**config.mk**
```make
export PLATFORM = sky130hd
export DESIGN_NAME = fprti_ctrl
export DESIGN_NICKNAME = d
export VERILOG_FILES = /design/src/rtl/fprti_pkg.sv /design/src/rtl/fprti_opnd_file.sv /design/src/rtl/fprti_ctrl.sv
export SDC_FILE = /design/constraint.sdc
export NUM_CORES = 1
export LEC_CHECK = 0
export ABC_AREA = 1
export CORE_AREA = 2 2 243 245
export DETAILED_ROUTE_END_ITERATION = 16
export DIE_AREA = 0 0 245 247
export PLACE_DENSITY_LB_ADDON = 0.1
export SLEW_MARGIN = 25
export SYNTH_ARGS = -nofsm -noshare
export SYNTH_HDL_FRONTEND = slang
export SYNTH_SLANG_ARGS = --single-unit
```
**constraint.sdc**
```tcl
create_clock -name clk -period 2.6 [get_ports clk]
set_input_delay 0.78 -clock clk [delete_from_list [all_inputs] [get_ports clk]]
set_output_delay 0.78 -clock clk [all_outputs]
set_load 0.005 [all_outputs]
```
**src/rtl/fprti_pkg.sv**
```systemverilog
// fprti_pkg: shared state encodings, error codes and constants for the FPRTI front end
package fprti_pkg;
   localparam int FPRTI_NUM_REGS = 16;
   localparam logic [31:0] FPRTI_QNAN = 32'h7FC0_0000;
   typedef logic [1:0] fprti_ctrl_state_t;
   localparam fprti_ctrl_state_t S_IDLE  = 2'd0;
   localparam fprti_ctrl_state_t S_ISSUE = 2'd1;
   localparam fprti_ctrl_state_t S_WAIT  = 2'd2;
   localparam fprti_ctrl_state_t S_RESP  = 2'd3;
   typedef enum logic [1:0] {
      ERR_OK         = 2'b00,
      ERR_INCOMPLETE = 2'b01,
      ERR_TIMEOUT    = 2'b10
   } fprti_err_t;
endpackage

```
**src/rtl/fprti_opnd_file.sv**
```systemverilog
// fprti_opnd_file: operand register file with written-mask; all_req_written already reflects a same-cycle write or clear
module fprti_opnd_file
   import fprti_pkg::*;
#(
   parameter int N   = FPRTI_NUM_REGS,
   parameter int REQ = 15,
   parameter int IW  = $clog2(N)
) (
   input  logic               clk,
   input  logic               rst_n,
   input  logic               we,
   input  logic               clr,
   input  logic [IW-1:0]      idx,
   input  logic [31:0]        data,
   output logic [N-1:0][31:0] regs,
   output logic               all_req_written
);
   logic [N-1:0]   hit;
   logic [REQ-1:0] mask;
   for (genvar i = 0; i < N; i++) begin : g_hit
      assign hit[i] = we && idx == IW'(i);
   end
   assign all_req_written = !clr && &(mask | hit[REQ-1:0]);
   always_ff @(posedge clk)
      if (!rst_n || clr) begin
         regs <= '0;
         mask <= '0;
      end else begin
         for (int k = 0; k < N; k++) if (hit[k]) regs[k] <= data;
         mask <= mask | hit[REQ-1:0];
      end
endmodule

```
**src/rtl/fprti_ctrl.sv**
```systemverilog
// fprti_ctrl: CPU front end of the ray/triangle unit; define FPRTI_CTRL_TIMEOUT_EN to bound the WAIT state
module fprti_ctrl
   import fprti_pkg::*;
#(
   parameter int NUM_FPRTI_REGS = FPRTI_NUM_REGS,
   parameter int REQ_REGS       = 15,
   parameter int TIMEOUT_CYCLES = 255
) (
   input  logic                                clk,
   input  logic                                rst_n,
   input  logic                                wr_valid_i,
   input  logic [$clog2(NUM_FPRTI_REGS)-1:0]   wr_idx_i,
   input  logic [31:0]                         wr_data_i,
   output logic                                wr_ready_o,
   input  logic                                start_i,
   input  logic                                clear_i,
   output logic                                busy_o,
   output logic [NUM_FPRTI_REGS-1:0][31:0]     fprti_regs_o,
   output logic                                core_valid_o,
   input  logic [31:0]                         core_result_i,
   input  logic                                core_valid_i,
   output logic                                rsp_valid_o,
   output logic [31:0]                         rsp_data_o,
   output logic [1:0]                          rsp_err_o,
   input  logic                                rsp_ready_i
);
   localparam int IW = $clog2(NUM_FPRTI_REGS);
   fprti_ctrl_state_t state;
   fprti_err_t        err;
   logic              idle, all_req_written, timeout;
   if (TIMEOUT_CYCLES < 1 || REQ_REGS > NUM_FPRTI_REGS) begin : g_cfg_err
      $error("fprti_ctrl: invalid parameter set");
   end
   assign idle         = state == S_IDLE;
   assign wr_ready_o   = idle;
   assign busy_o       = !idle;
   assign core_valid_o = state == S_ISSUE;
   assign rsp_valid_o  = state == S_RESP;
   assign rsp_err_o    = err;
   fprti_opnd_file #(.N(NUM_FPRTI_REGS), .REQ(REQ_REGS), .IW(IW)) u_opnd (
      .clk, .rst_n,
      .we(wr_valid_i && idle), .clr(clear_i && idle),
      .idx(wr_idx_i), .data(wr_data_i),
      .regs(fprti_regs_o), .all_req_written
   );
`ifdef FPRTI_CTRL_TIMEOUT_EN
   localparam int CW = $clog2(TIMEOUT_CYCLES + 1) > 8 ? $clog2(TIMEOUT_CYCLES + 1) : 8;
   logic [CW-1:0] cnt;
   // counts WAIT cycles; held at zero elsewhere so it restarts on every WAIT entry
   always_ff @(posedge clk) cnt <= (!rst_n || state != S_WAIT) ? '0 : cnt + CW'(1);
   assign timeout = state == S_WAIT && cnt == CW'(TIMEOUT_CYCLES - 1);
`else
   assign timeout = 1'b0;
`endif
   always_ff @(posedge clk)
      if (!rst_n) begin
         state      <= S_IDLE;
         rsp_data_o <= '0;
         err        <= ERR_OK;
      end else
         case (state)
            S_IDLE:
               if (start_i) begin
                  state <= all_req_written ? S_ISSUE : S_RESP;
                  if (!all_req_written) begin
                     rsp_data_o <= FPRTI_QNAN;
                     err        <= ERR_INCOMPLETE;
                  end
               end
            S_ISSUE: state <= S_WAIT;
            S_WAIT:
               if (core_valid_i) begin
                  state      <= S_RESP;
                  rsp_data_o <= core_result_i;
                  err        <= ERR_OK;
               end else if (timeout) begin
                  state      <= S_RESP;
                  rsp_data_o <= FPRTI_QNAN;
                  err        <= ERR_TIMEOUT;
               end
            default: if (rsp_ready_i) state <= S_IDLE;
         endcase
endmodule

```
==> results.sh <==
export IMPL_async_reset_ff_frac=0
export IMPL_setup_tns_final_ps=0
export IMPL_powerDensity_nw_per_um2=756.9
export IMPL_fin_ws_ps=88.33
export IMPL_initial_core_util=0.3517
export IMPL_hold_buffers=0
export IMPL_ant_nets=0
export IMPL_path_clk_slew_ps=60
export IMPL_syn_cell_area_sq_um=20480
export IMPL_antenna_found_initial=0
export IMPL_critPathLaunchType="flop"
export IMPL_avgSynthCellArea_sq_um=7.656
export IMPL_htree_num_levels=2
export IMPL_dr_total_vias=20690
export IMPL_worstPathMaxFanout=3
export IMPL_r2r_setup_slack_ps=220
export IMPL_grt_usage=0.2882
export IMPL_synth_edf_count=0
export IMPL_maxSlewViolCount=0
export IMPL_critPathArrivalTime_ps=1730
export IMPL_finalNetCount=3284
export IMPL_place_ws_ps=-467.3
export IMPL_root_buffer="clkbuf_16"
export IMPL_cap_violations=0
export IMPL_grt_max_degree=97
export IMPL_fin_crit_sh=0.9660
export IMPL_yosysWarnings=0
export IMPL_cts_buffer_depth=3
export IMPL_worstHoldPathCells=2
export IMPL_die_w_um=245
export IMPL_ir_drop_mv=0.6356
export IMPL_grt_pass1_wl_mm=131.7
export IMPL_drtIter0Drc=1618
export IMPL_final_layout_size_suffix_gt1_frac=0.07588
export IMPL_min_from="u_opnd.regs[153]$_SDFFE_PP0P_"
export IMPL_yosys_register_bits=562
export IMPL_ys_seq_area_frac=0.5493
export IMPL_via_per_inst=5.134
export IMPL_synth_distinct_cells=21
export IMPL_timing_rr_end="u_opnd.regs[125]$_SDFFE_PP0P_"
export IMPL_ys_top_cells_by_area="dfxtp_1 (55%), nand2_1 (16%), a21oi_1 (13%), clkbuf_1 (4.6%), nand4_1 (3.9%)"
export IMPL_grt_ovfl_total=0
export IMPL_syn_nets=2754
export IMPL_fmax_mhz=398.1
export IMPL_gp_congestion=0.8662
export IMPL_clock_skew_ps=30.45
export IMPL_core_area_sq_um=58240
export IMPL_syn_to_final_growth_pct=47.06
export IMPL_port_buffers=623
export IMPL_grt_pass1_vias=19860
export IMPL_hold_path_end="u_opnd.regs[153]$_SDFFE_PP0P_"
export IMPL_dieArea_sq_um=60520
export IMPL_clk_latency_ps=640
export IMPL_synth_most_common_cell="nand2_1"
export IMPL_final_core_util=0.5172
export IMPL_r2r_cells=13
export IMPL_synth_cells=2675
export IMPL_crit_type="reg -> out"
export IMPL_core_rowCount=89
export IMPL_endpoint_kind="output pin"
export IMPL_firstDrtPassIters=6
export IMPL_cts_tree="done"
export IMPL_status="completed"
export IMPL_synth_top_flop_cell="dfxtp_1"
export IMPL_remaining_drc_errors=0
export IMPL_setup_violations=0
export IMPL_io_pins=625
export IMPL_relSlewSlack=0.2812
export IMPL_fp_dieH_um=247
export IMPL_cts_buffers=61
export IMPL_wl_per_cell_um=22.52
export IMPL_min_path_type="reg -> reg"
export IMPL_power_leakage_nw=10.20
export IMPL_hold_violations=0
export IMPL_yosysTopAreaCellShare=0.5493
export IMPL_wl_mm=90.75
export IMPL_required_ps=1820
export IMPL_synthTopCellsByCount="nand2_1 (859), dfxtp_1 (562), a21oi_1 (535)"
export IMPL_worst_r2r_startpoint="state[0]$_SDFFE_PN0P_"
export IMPL_design_area_sq_um=30120
export IMPL_worst_slew_pin_slew_ps=1078
export IMPL_placed_cell_area_sq_um=27920
export IMPL_hpwl_mm=60.34
export IMPL_synth_top_area_cell="dfxtp_1"
export IMPL_clock_sinks=562
export IMPL_fin_crit_ps=2512
==> worst max-delay path, stage by stage (launching register included) <==
cell and delay (ps):
dfxtp_2 330, inv_2 80, ha_2 210, clkdlybuf4s50_1 500
==> how the worst max path moves through the flow <==
stage          slack [ps]                           to                   from
3_3_place_gp         -420   rsp_data_o[3]$_SDFFE_PN0P_             wr_valid_i
3_5_place_dp         -470   rsp_data_o[3]$_SDFFE_PN0P_            wr_idx_i[3]
2_1_floorplan         310  rsp_data_o[10]$_SDFFE_PN0P_             wr_valid_i
4_1_cts                 8                       busy_o  state[0]$_SDFFE_PN0P_
5_1_grt               -10   rsp_data_o[3]$_SDFFE_PN0P_  state[0]$_SDFFE_PN0P_
6_report               90                 core_valid_o  state[1]$_SDFFE_PN0P_
==> cell families (layout without fill, tap and decap cells) <==
family                   after synthesis  after routing  synth area share
buffers and inverters                349            929           0.06451
other                                  1              2         0.0001831
AO/OA/AOI/OAI                        555            555            0.1379
flip-flops                           562            562            0.5493
adder cells (fa/ha/maj)                4              4          0.002444
AND/OR/NAND/NOR                     1204           1204            0.2456
==> per-stage QoR <==
step	power [W]	hold slack (ps)	std cells
6_report	0.02280	458.6	4029
5_1_grt	0.02373	472.8	4028
4_1_cts	0.02296	460.2	4028
3_5_place_dp	0.01368	451.5	3913
3_3_place_gp	0.01361	447.2	3913
2_1_floorplan	0.01150	435.8	2675
==> area by class of cell <==
type	instances	area, sq um
Clock inverter	21	334.1
Clock buffer	92	1814
Tap cell	773	967.2
Antenna cell	1	2.502
Sequential cell	562	11250
Multi-Input combinational cell	1764	7999
Fill cell	5528	28120
Timing Repair Buffer	741	7462
Inverter	75	287.8
==> state kept, by name (all words and copies together) (netlist names) <==
name / flops
rsp_data_o: 32
rsp_err_o: 1
state: 2
u_opnd.mask: 15
u_opnd.regs: 512
==> cell usage in the layout (no fill, tap or decap), types with 4 or more instances in the layout <==
master	netlist	routed
nor2_1	75	70
nor2_4	2	7
clkbuf_16	0	62
clkbuf_8	0	15
nand3_1	139	135
bufinv_16	0	8
nand2_2	0	4
inv_1	67	63
nand3_2	0	4
o21bai_1	17	17
dfxtp_1	562	560
a21oi_1	535	535
inv_2	6	7
buf_4	2	91
nand4_1	128	128
nand2_1	859	854
clkbuf_1	252	15
clkdlybuf4s50_1	0	622
buf_12	0	27
clkinv_2	0	12
==> power by group <==
group          internal (W)  switching, W
registers           0.00902      0.000233
clock network       0.00559       0.00363
logic               0.00167       0.00266
==> layer usage <==
layer | routed length, um | up-vias | GRT usage
met1 | 36710 | 9969 | 0.3571
li1 | - | 9789 | -
met2 | 43400 | 766 | 0.4776
met3 | 7327 | 162 | 0.07673
met5 | 0 | - | 0
met4 | 3315 | 0 | 0.1115
==> timing repair <==
| action | CTS | global route |
|---|---|---|
| pin swaps | 1 | 0 |
| buffers inserted | 3 | 0 |
| gates resized for setup | 9 | 4 |
| setup endpoints to repair | 3 | 34 |
(Power assumes the default switching activity.)
